File: config.mk
export PLATFORM = sky130hd
export DESIGN_NAME = adc_spi_rx
export DESIGN_NICKNAME = d
export VERILOG_FILES = /design/src/rtl/adc_spi_rx.sv
export SDC_FILE = /design/constraint.sdc
export NUM_CORES = 1
export LEC_CHECK = 0
export CAP_MARGIN = 20
export CELL_PAD_IN_SITES_DETAIL_PLACEMENT = 1
export CELL_PAD_IN_SITES_GLOBAL_PLACEMENT = 1
export CORE_ASPECT_RATIO = 0.5
export CORE_MARGIN = 5
export CORE_UTILIZATION = 42
export DETAILED_ROUTE_END_ITERATION = 10
export PLACE_DENSITY = 0.8
export SETUP_SLACK_MARGIN = 0.02
export SYNTH_ARGS = -nofsm -noshare
export SYNTH_HDL_FRONTEND = slang
export SYNTH_SLANG_ARGS = --single-unit
File: constraint.sdc
create_clock -name i_Clock -period 2.4 [get_ports i_Clock]
set_clock_uncertainty 0.15 [all_clocks]
set_input_delay 0.48 -clock i_Clock [delete_from_list [all_inputs] [get_ports i_Clock]]
set_output_delay 0.48 -clock i_Clock [all_outputs]
set_load 0.05 [all_outputs]
File: src/rtl/adc_spi_rx.sv
// adc_spi_rx: SPI slave receiver for a free-running ADC master.
//
// Captures fixed-length frames of CHANNELS words (WORD_BITS each, MSB first)
// from an asynchronous SPI link and commits them atomically to o_Channel_Data.
// All SPI inputs are oversampled by i_Clock through synchronisers; no logic
// runs on the SPI clock itself.
//
// Ports:
//   i_Clock        system clock, all logic on its rising edge
//   i_Reset        synchronous active-high reset
//   i_ADC_Clock    SPI SCK (async, idle low)
//   i_ADC_Data     SPI MOSI (async, changes on SCK fall)
//   i_ADC_CS       SPI chip select (async, active low)
//   o_Channel_Data last committed frame, channel n at [n*WORD_BITS +: WORD_BITS]
//   o_Word_Valid   one-cycle pulse per completed in-range word
//   o_Word_Index   channel index of the flagged word
//   o_Word_Data    value of the flagged word
//   o_Frame_Valid  one-cycle pulse when a well-formed frame commits
//   o_Frame_Error  one-cycle pulse when a malformed frame is discarded
//   o_Busy         high while a frame is being received or checked
module adc_spi_rx #(
    parameter int WORD_BITS   = 16,
    parameter int CHANNELS    = 5,
    parameter int SYNC_STAGES = 2
) (
    input  logic                          i_Clock,
    input  logic                          i_Reset,
    input  logic                          i_ADC_Clock,
    input  logic                          i_ADC_Data,
    input  logic                          i_ADC_CS,
    output logic [CHANNELS*WORD_BITS-1:0] o_Channel_Data,
    output logic                          o_Word_Valid,
    output logic [3:0]                    o_Word_Index,
    output logic [WORD_BITS-1:0]          o_Word_Data,
    output logic                          o_Frame_Valid,
    output logic                          o_Frame_Error,
    output logic                          o_Busy
);

    localparam int BCW = $clog2(WORD_BITS + 1);

    typedef enum logic [1:0] {IDLE, SHIFT, CHECK} state_t;

    state_t                 state;
    logic [SYNC_STAGES-1:0] sck_sync;
    logic [SYNC_STAGES-1:0] mosi_sync;
    logic [SYNC_STAGES-1:0] cs_sync;
    logic [SYNC_STAGES-1:0] flush_sr;
    logic                   sck_prev;
    logic                   cs_prev;
    logic                   armed;
    logic                   overflow;
    logic [BCW-1:0]         bit_cnt;
    logic [4:0]             word_cnt;
    logic [WORD_BITS-1:0]   shift_reg;
    logic [WORD_BITS-1:0]   staging [CHANNELS];
    logic [CHANNELS*WORD_BITS-1:0] staging_flat;

    logic sck_s, mosi_s, cs_s;
    logic sck_rise, cs_rise, cs_fall;
    logic frame_ok;
    logic [WORD_BITS-1:0] new_word;

    assign sck_s    = sck_sync[SYNC_STAGES-1];
    assign mosi_s   = mosi_sync[SYNC_STAGES-1];
    assign cs_s     = cs_sync[SYNC_STAGES-1];
    assign sck_rise = sck_s & ~sck_prev;
    assign cs_rise  = cs_s & ~cs_prev;
    assign cs_fall  = ~cs_s & cs_prev;
    assign new_word = {shift_reg[WORD_BITS-2:0], mosi_s};
    assign frame_ok = (word_cnt == 5'(CHANNELS)) && (bit_cnt == '0) && !overflow;

    // NOTE: combinational logic uses blocking assignments, with a default
    // written first so no latch is inferred.
    always_comb begin
        staging_flat = '0;
        for (int n = 0; n < CHANNELS; n++) begin
            staging_flat[n*WORD_BITS +: WORD_BITS] = staging[n];
        end
    end

    // Synchronisers reset to the idle line levels so reset itself never
    // looks like an SPI edge.
    // NOTE: sequential state is written with non-blocking assignments only.
    always_ff @(posedge i_Clock) begin
        if (i_Reset) begin
            sck_sync  <= '0;
            mosi_sync <= '0;
            cs_sync   <= '1;
        end else begin
            sck_sync  <= {sck_sync[SYNC_STAGES-2:0], i_ADC_Clock};
            mosi_sync <= {mosi_sync[SYNC_STAGES-2:0], i_ADC_Data};
            cs_sync   <= {cs_sync[SYNC_STAGES-2:0], i_ADC_CS};
        end
    end

    always_ff @(posedge i_Clock) begin
        if (i_Reset) begin
            state          <= IDLE;
            sck_prev       <= 1'b0;
            cs_prev        <= 1'b1;
            flush_sr       <= '0;
            armed          <= 1'b0;
            overflow       <= 1'b0;
            bit_cnt        <= '0;
            word_cnt       <= '0;
            shift_reg      <= '0;
            // NOTE: the staging array is a handful of flops, not a RAM, so it
            // is cleared explicitly and reads as zero after reset.
            for (int n = 0; n < CHANNELS; n++) staging[n] <= '0;
            o_Channel_Data <= '0;
            o_Word_Valid   <= 1'b0;
            o_Word_Index   <= '0;
            o_Word_Data    <= '0;
            o_Frame_Valid  <= 1'b0;
            o_Frame_Error  <= 1'b0;
            o_Busy         <= 1'b0;
        end else begin
            o_Word_Valid  <= 1'b0;
            o_Frame_Valid <= 1'b0;
            o_Frame_Error <= 1'b0;
            sck_prev      <= sck_s;
            cs_prev       <= cs_s;

            // Only once the synchronisers hold real line values, and CS has
            // been seen high, may a CS fall start a frame. This stops a CS
            // held low across reset from opening a frame mid-stream.
            flush_sr <= {flush_sr[SYNC_STAGES-2:0], 1'b1};
            if (flush_sr[SYNC_STAGES-1] && cs_s) armed <= 1'b1;

            case (state)
                IDLE: begin
                    if (armed && cs_fall) begin
                        state    <= SHIFT;
                        bit_cnt  <= '0;
                        word_cnt <= '0;
                        overflow <= 1'b0;
                        o_Busy   <= 1'b1;
                    end
                end

                SHIFT: begin
                    // CS rise takes priority over a coincident SCK rise.
                    if (cs_rise) begin
                        state <= CHECK;
                    end else if (sck_rise) begin
                        shift_reg <= new_word;
                        if (bit_cnt == BCW'(WORD_BITS - 1)) begin
                            bit_cnt <= '0;
                            if (word_cnt < 5'(CHANNELS)) begin
                                for (int n = 0; n < CHANNELS; n++) begin
                                    if (word_cnt == 5'(n)) staging[n] <= new_word;
                                end
                                o_Word_Valid <= 1'b1;
                                o_Word_Index <= word_cnt[3:0];
                                o_Word_Data  <= new_word;
                                word_cnt     <= word_cnt + 5'd1;
                            end else begin
                                overflow <= 1'b1;
                            end
                        end else begin
                            bit_cnt <= bit_cnt + 1'b1;
                        end
                    end
                end

                CHECK: begin
                    if (frame_ok) begin
                        o_Channel_Data <= staging_flat;
                        o_Frame_Valid  <= 1'b1;
                    end else begin
                        o_Frame_Error <= 1'b1;
                    end
                    // A new frame may already be starting; do not lose it.
                    if (cs_fall) begin
                        state    <= SHIFT;
                        bit_cnt  <= '0;
                        word_cnt <= '0;
                        overflow <= 1'b0;
                    end else begin
                        state  <= IDLE;
                        o_Busy <= 1'b0;
                    end
                end

                default: begin
                    state  <= IDLE;
                    o_Busy <= 1'b0;
                end
            endcase
        end
    end

endmodule

; Word level (Yosys, flattened, before mapping)
; Memory sizes are Yosys's and may differ from the RTL's. A register that Yosys moved wholly into a read port is not among the register bits.
; Cells that the tools add are included.
[totals]
ff_bits = 63
mem_bits_rw = 80
output_inout_bits = 104
memories = 1
[classes]
add_sub_neg = 2
order_cmp = 1
eq_ne = 17
mux = 76
n_bitwise = 16
n_reduce_logical = 19
[memory_table]
columns = name, words, width, read_ports, rd_clocked_by_memory_dff, write_ports, line
row1 = staging, 5, 16, 5, 5, 5, 56  ; logic [WORD_BITS-1:0] staging [CHANNELS];
[op_table]
columns = operator, count
row1 = $mux W16, 5
row2 = $mux W1, 55
row3 = $mux W5, 9
row4 = $pmux W5 S3, 2
row5 = $ne A2 B2 Y1 const B, 9
row6 = $reduce_and A7 Y1, 2
row7 = $add A5 B1 Y5 const B, 2
row8 = $eq A5 B2 Y1 const B, 2
row9 = $eq A5 B3 Y1 const B, 2
row10 = $logic_not A5 Y1, 2
row11 = $reduce_and A5 Y1, 2
row12 = $not A1 Y1, 8
row13 = $pmux W1 S3, 2
row14 = $pmux W2 S3, 1
row15 = $reduce_and A3 Y1, 2
row16 = $eq A5 B1 Y1 const B, 1
row17 = $eq A5 B4 Y1 const B, 1
row18 = $lt A5 B3 Y1 const B, 1
row19 = $or A1 B1 Y1, 5
row20 = $reduce_or A5 Y1, 1
row21 = $logic_and A1 B1 Y1, 4
row22 = $mux W2, 2
row23 = $reduce_and A2 Y1, 2
row24 = $and A1 B1 Y1, 3
row25 = other kinds (6), 6

; Logic depth before layout (Yosys ltp)
; Gate-level depths: netlist of run 1.
[logic_depth]
depth_word = 10
mapped_depth = 8
mapped_depth_nobuf = 6

; Worst setup path after synthesis of run 1
; No wires, ideal clock.
[synth_path]
kind = reg2reg
from = reg bit_cnt[0]
to = mem staging[0][0] (enable)
setup_ps = 367
arrival_ps = 1623
t_required_ps = 1883
setup_slack_ps = 260
path_stages_with_launch = 6
n_path_buf = 0
period_less_slack_ps = 2140
cell_sequence = dfxtp_1 > ha_1 > and4b_1 > nand3_1 > nor4_2 > a21o_1
[synth_lines]
columns = element, line
row1 = "start, declared", 53  ; logic [BCW-1:0] bit_cnt;
row2 = "start signal, assigned", 162  ; bit_cnt <= bit_cnt + 1'b1;
row3 = "end, declared", 56

; Worst setup path after layout of run 1
[layout_path]
from = reg o_Channel_Data[77], read port of staging
to = out o_Channel_Data[77]
[layout_lines]
columns = element, line
row1 = "start, declared", 31  ; output logic [CHANNELS*WORD_BITS-1:0] o_Channel_Data,
; No word-level cell between the ends.

==> results of run 1 <==
power by group through the flow:
stage | sequential, mW | combinational (mW) | clock, mW
2_1_floorplan | 4.06 | 0.0750 | 0
3_3_place_gp | 4.07 | 0.111 | 0
3_5_place_dp | 4.07 | 0.117 | 0
4_1_cts | 3.99 | 0.118 | 3.46
5_1_grt | 3.99 | 0.130 | 3.64
6_report | 3.99 | 0.119 | 3.42
synth_stat cells (all sizes together):
cell type  instances  area share
buf               18       0.014
o21a               1     0.00097
nand4              1     0.00081
and2b              1      0.0011
a2bb2oi            1      0.0011
nor3b              3      0.0044
nand3             23       0.016
a32oi              1      0.0021
ha                 6      0.0097
a41o               1      0.0013
nand2            194       0.094
nand3b             1     0.00097
a31oi              2      0.0016
nor2b              8      0.0065
nor3               4      0.0026
o31ai              1     0.00097
a22oi              1     0.00097
and3               4      0.0032
nand2b             2      0.0016
nor4b              1      0.0019
inv                8      0.0039
nand4b             1      0.0011
o311a              1      0.0013
a21o               5      0.0048
nor4               1      0.0016
a211oi             1     0.00097
and2              17       0.014
and4b              1      0.0013
or3                2      0.0016
a21oi            123       0.080
or4                3      0.0029
clkbuf            29       0.014
edfxtp            80        0.31
nor2              10      0.0048
and4               2      0.0023
and3b              1      0.0011
dfxtp            143        0.37
or2                4      0.0032
o21ai             23       0.015
o2111a             1      0.0016
repair_timing:
action / 4_1_cts / 5_1_grt
buffers inserted: 0 / 0
hold buffers: 0 / 0
pin swaps: 0 / 1
gates resized for setup: 1 / 9
setup endpoints to repair: 1 / 79
kinds of logic after synthesis:
| group | Yosys count | share of synthesized area |
|---|---|---|
| AOI/OAI and AO/OA | 162 | 0.112 |
| adders and majority gates | 6 | 0.00970 |
| and+or+nand+nor | 284 | 0.166 |
| buffers and inverters | 55 | 0.0315 |
| DFF | 223 | 0.680 |
final timing paths:
path / startpoint / to / slack [ns]
max: o_Channel_Data[77]$_SDFFE_PP0P_ / o_Channel_Data[77] / 0.07
max reg2reg: bit_cnt[0]$_SDFFE_PP0P_ / staging[0][55]$_DFFE_PP_ / 0.13
min: i_Reset / o_Word_Index[3]$_SDFFE_PP0P_ / 0.11
min reg2reg: cs_sync[0]$_SDFF_PP1_ / cs_sync[1]$_SDFF_PP1_ / 0.26
per-layer routing:
metal  up-vias  global-route usage  part of all wire
met4         0              0.0497             0.023
li1       2692                   -                 -
met3        40              0.0360             0.043
met2       177               0.358              0.49
met1      2846               0.270              0.45
met5         -                   0                 0
final cells by class:
| type | count | area [sq um] |
|---|---|---|
| Clock buffer | 24 | 558 |
| Clock inverter | 13 | 139 |
| Fill cell | 1951 | 8480 |
| Inverter | 8 | 30.0 |
| Multi-Input combinational cell | 452 | 2250 |
| Sequential cell | 223 | 5270 |
| Tap cell | 240 | 300 |
| Timing Repair Buffer | 123 | 1240 |
through the flow:
stage | hold WS, ns | setup slack (ns) | TNS (ns) | utilization | instances
2_1_floorplan | 0.239 | 0.260 | 0 | - | 730
3_3_place_gp | 0.252 | 0.231 | 0 | 0.496 | 1046
3_5_place_dp | 0.254 | 0.0755 | 0 | 0.496 | 1046
4_1_cts | 0.104 | 0.0343 | 0 | 0.534 | 1083
5_1_grt | 0.119 | -0.0125 | -0.108 | 0.536 | 1083
6_report | 0.110 | 0.0650 | 0 | 0.536 | 1083
==> impl_metrics.yaml, run 1 <==
run_status:
  run_status: "finished, final reports clean"
finish:
  syn_to_layout_area_delta_pct: 26.4
  post-route-cell-area_sq_um: 9780
  antenna_cells: 0
  largest_registers: "o_Channel_Data: 80 flops, staging: 80 flops, o_Word_Data: 16 flops"
  final_common_cell: "sky130_fd_sc_hd__nand2_1"
  final_cell_mix: "194 x sky130_fd_sc_hd__nand2_1, 143 x sky130_fd_sc_hd__dfxtp_1, 123 x sky130_fd_sc_hd__a21oi_1"
  share_of_final_layout_standard_cells_stronger_than_drive_strength_1: 0.0735
  finalNetCount: 840
clock_network:
  cts_inserted_buffers: 21
  worstSkewPairLatency_ns: 0.50
  clock_path_buffers: 3
  clock_tree_from_tritoncts: "done"
  cts.root.buffer_cell: "sky130_fd_sc_hd__clkbuf_16"
  htreeDepth: 1
  clock_transition_at_the_registers_of_the_reported_paths_ns: 0.06
  clock_sink_count: 223
logic_synthesis:
  synth.cell_area_sq_um: 7740
  synth_fp_nets: 741
  synthesis.area_per_instance_sq_um: 10.6
  post_synth_inst_count: 730
  flip_flop_and_latch_count_after_synthesis: 223
  sequential_element_share_of_the_synthesized_area: 0.680
  synth-warning-count: 0
  synthDistinctLibCells: 44
critical_path:
  worst_setup_path_end_kind: "output port"
  setup.worst_path.start_class: "flip-flop"
  slowest_stage: "sky130_fd_sc_hd__clkdlybuf4s50_1"
  crit_path_max_incr_delay_ns: 0.84
  worst-setup-path-type: "reg -> out"
  cp_cell_sequence: "clkdlybuf4s50_1"
  timing.critical_path.depth: 1
  timing.critical_path.buf_inv: 1
  cp_max_fo: 2
  critPathArrivalTime_ns: 1.70
  rr_worst_depth: 6
  worst_path_dominant_cell_family: "buffers and inverters"
  required_ns: 1.77
placement:
  place_congestion: 0.806
  placed_cell_area_sq_um: 9060
  place_hpwl_um: 14500
  port_buffers: 108
sta:
  slew_headroom: 0.581
  max_slew.worst_pin.slew_ns: 0.628
  final-max-slew-violation-count: 0
  setup_viol_count_final: 0
  period_share: 0.973
  layout_min_cycle_time_ns: 2.33
  max_clock_freq_mhz: 428
  finalHoldViolCount: 0
detailed_routing:
  detailedRoute.firstPassIterationCount: 5
  remaining_drc_errors: 0
  wl_per_cell_um: 20.6
  postRouteWirelength_um: 22300
  detailroute.via_count: 5755
  detail_route.iter0.violations: 464
  ant_nets: 0
  detail_route.vias_per_cell: 5.31
pwr:
  report.power.total_mw: 7.52
  total_leakage_power_nw: 3.31
  combPwrFrac: 0.016
  part_of_the_power_in_registers: 0.530
  p_int_mw: 5.98
  p_sw_frac: 0.205
  vdd_ir_drop_max_mv: 0.489
  clock_power_share: 0.454
  power.density_nw_per_um2: 769
  p_switching_mw: 1.54
die:
  die_height_um: 106
  floorplan.io_pins: 109
  placeableCoreArea_sq_um: 18300
  die_area_sq_um: 21400
  floorplan.initialDensity: 0.424
  die_x_um: 202
  fp-row-count: 35
global_route:
  gr-usage-all-layers: 0.206
  grt_pass1_vias: 6036
  wire_length_of_the_first_global_routing_pass_um: 34900
  grt.overflow.total: 0
  grt_antenna_before_repair: 0
  grt_max_degree: 99
worst_hold_path:
  min_path_type: "in -> reg"
  hold_depth: 2
flow_run:
  max_cap_violations: 0
No activity file was read; power rests on OpenSTA's default activity.
==> run 2, diff against run 1 <==
- CORE_MARGIN: 5 -> 1
==> run 2 against run 1 <==
  * Setup slack got worse by 0.010 ns
  * Sequential power barely moved
  * Fmax fell by 0.43%
  * Final cell count fell by 0.83%
  * Register-to-register slack barely moved
  * Worst hold slack improved by 0.011 ns
  * Critical path depth did not move
  * Critical path type unchanged
  * Critical endpoint is now o_Channel_Data[59]
  * Largest cell class unchanged
==> impl_metrics.yaml, run 2 (synthesized netlist as in run 1, its figures left out) <==
placement:
  port_buffers: 108
  place_inst: 1038
  place_hpwl_um: 14000
  place_congestion: 0.779
critical_path:
  worst-setup-path-type: "reg -> out"
  timing.critical_path.buf_inv: 1
  reg2reg_setup_slack_ns: 0.14
  r2r_start: "bit_cnt[0]$_SDFFE_PP0P_"
  critPathArrivalTime_ns: 1.72
  timing.rr.end: "staging[0][51]$_DFFE_PP_"
  worst_setup_path_end_kind: "output port"
  crit_path_max_incr_delay_ns: 0.84
  setup.worst_path.start_class: "flip-flop"
  cp_max_fo: 2
  required_ns: 1.77
  worst_path_dominant_cell_family: "buffers and inverters"
  slowest_stage: "sky130_fd_sc_hd__clkdlybuf4s50_1"
  rr_worst_depth: 6
  cp_cell_sequence: "clkdlybuf4s50_1"
die:
  die_x_um: 194
  die_height_um: 98
  floorplan.initialDensity: 0.437
  die_area_sq_um: 19000
  placeableCoreArea_sq_um: 17700
  floorplan.io_pins: 109
  fp-row-count: 34
pwr:
  total_leakage_power_nw: 3.30
  power.density_nw_per_um2: 751
  vdd_ir_drop_max_mv: 0.470
sta:
  max_clock_freq_mhz: 426
  slew_headroom: 0.556
  timing.setup.tns_ns: 0
  final-max-slew-violation-count: 0
  rsz0062_at_grt: "true"
  layout_min_cycle_time_ns: 2.35
  max_slew.worst_pin.slew_ns: 0.666
  period_share: 0.977
  finalHoldViolCount: 0
  setup_viol_count_final: 0
detailed_routing:
  topRoutingLayerUsed: "met4"
  dr_wl_met3_um: 838
  remaining_drc_errors: 0
  detail_route.iter0.violations: 424
  detailroute.via_count: 5692
  routed_met2_length_um: 9730
  detailedRoute.firstPassIterationCount: 4
  postRouteWirelength_um: 21300
  detail_route.vias_per_cell: 5.30
  ant_nets: 0
  wl_per_cell_um: 19.8
  m1WireLength_um: 10200
clock_network:
  worstSkewPairLatency_ns: 0.51
  clock_transition_at_the_registers_of_the_reported_paths_ns: 0.07
  cts.root.buffer_cell: "sky130_fd_sc_hd__clkbuf_16"
  cts_inserted_buffers: 20
  number_of_setup_buffers_added_after_cts: 0
  htreeDepth: 1
  post_cts_hold_buffer_count: 0
  cts_resized: 0
  clock_sink_count: 223
  clock_path_buffers: 3
  clock_tree_from_tritoncts: "done"
global_route:
  grt_pass1_vias: 5869
  grt.overflow.total: 0
  wire_length_of_the_first_global_routing_pass_um: 33100
  grt_max_degree: 103
  grt_antenna_before_repair: 1
  gr-usage-all-layers: 0.224
flow_run:
  max_cap_violations: 0
worst_hold_path:
  worst_hold_path.endpoint: "o_Channel_Data[72]$_SDFFE_PP0P_"
  hold_depth: 2
  min_path_type: "in -> reg"
  timing.hold.worst.start: "i_Reset"
finish:
  largest_registers: "o_Channel_Data: 80 flops, staging: 80 flops, o_Word_Data: 16 flops"
  instances_no_fill: 1074
  antenna_cells: 0
  share_of_final_layout_standard_cells_stronger_than_drive_strength_1: 0.0655
  syn_to_layout_area_delta_pct: 25.2
  final_common_cell: "sky130_fd_sc_hd__nand2_1"
  finalNetCount: 837
  final_cell_mix: "194 x sky130_fd_sc_hd__nand2_1, 143 x sky130_fd_sc_hd__dfxtp_1, 123 x sky130_fd_sc_hd__a21oi_1"
run_status:
  run_status: "finished, final reports clean"
## run 2: worst max path at each step
stage | startpoint | end | slack [ns] | cells after the start
after floorplan | bit_cnt[0]$_SDFFE_PP0P_ | staging[0][0]$_DFFE_PP_ | 0.26 | 5
after global placement | bit_cnt[0]$_SDFFE_PP0P_ | staging[0][42]$_DFFE_PP_ | 0.24 | 6
after detailed placement | bit_cnt[0]$_SDFFE_PP0P_ | staging[0][53]$_DFFE_PP_ | 0.09 | 6
after CTS | o_Channel_Data[75]$_SDFFE_PP0P_ | o_Channel_Data[75] | 0.02 | 1
after global routing | o_Channel_Data[58]$_SDFFE_PP0P_ | o_Channel_Data[58] | 0.03 | 1
final | o_Channel_Data[59]$_SDFFE_PP0P_ | o_Channel_Data[59] | 0.05 | 1
## run 2: power breakdown
| group | total (mW) | switching (mW) | internal, mW | leakage [nW] |
|---|---|---|---|---|
| clock network | 3.17 | 1.39 | 1.78 | 0.315 |
| registers | 3.99 | 0.0284 | 3.96 | 1.98 |
| logic | 0.117 | 0.0857 | 0.0316 | 1.00 |
| total | 7.28 | 1.50 | 5.77 | 3.30 |
## run 2: through the flow
step | setup slack [ns] | power, mW | util | hold WS (ns) | instance area (sq um)
finish | 0.0549 | 7.28 | 0.548 | 0.121 | 9690
global route | 0.0264 | 7.47 | 0.548 | 0.128 | 9690
CTS | 0.0233 | 7.32 | 0.547 | 0.108 | 9670
detailed placement | 0.0914 | 4.19 | 0.511 | 0.249 | 9030
global placement | 0.240 | 4.18 | 0.511 | 0.253 | 9030
floorplan | 0.260 | 4.13 | - | 0.239 | 7740
## run 2: metal layers
metal  vias to the layer above  global-route usage
li1                       2681                   -
met1                      2837               0.313
met2                       128               0.364
met3                        46              0.0328
met4                         0              0.0623
met5                         -                   0
## run 2: final cells by class
| class | instances | area (sq um) |
|---|---|---|
| clock buffers | 31 | 581 |
| clock inverters | 5 | 58.8 |
| fillers | 1914 | 8010 |
| inverters | 8 | 30.0 |
| multi-input cells | 452 | 2240 |
| flip-flops and latches | 223 | 5270 |
| well taps | 234 | 293 |
| repair buffers | 121 | 1220 |
==> run 3, diff against run 2 <==
- CAP_MARGIN: 20 -> 15
==> results of run 3 <==
The final DEF is identical to that of run 2; final timing and power are the same.
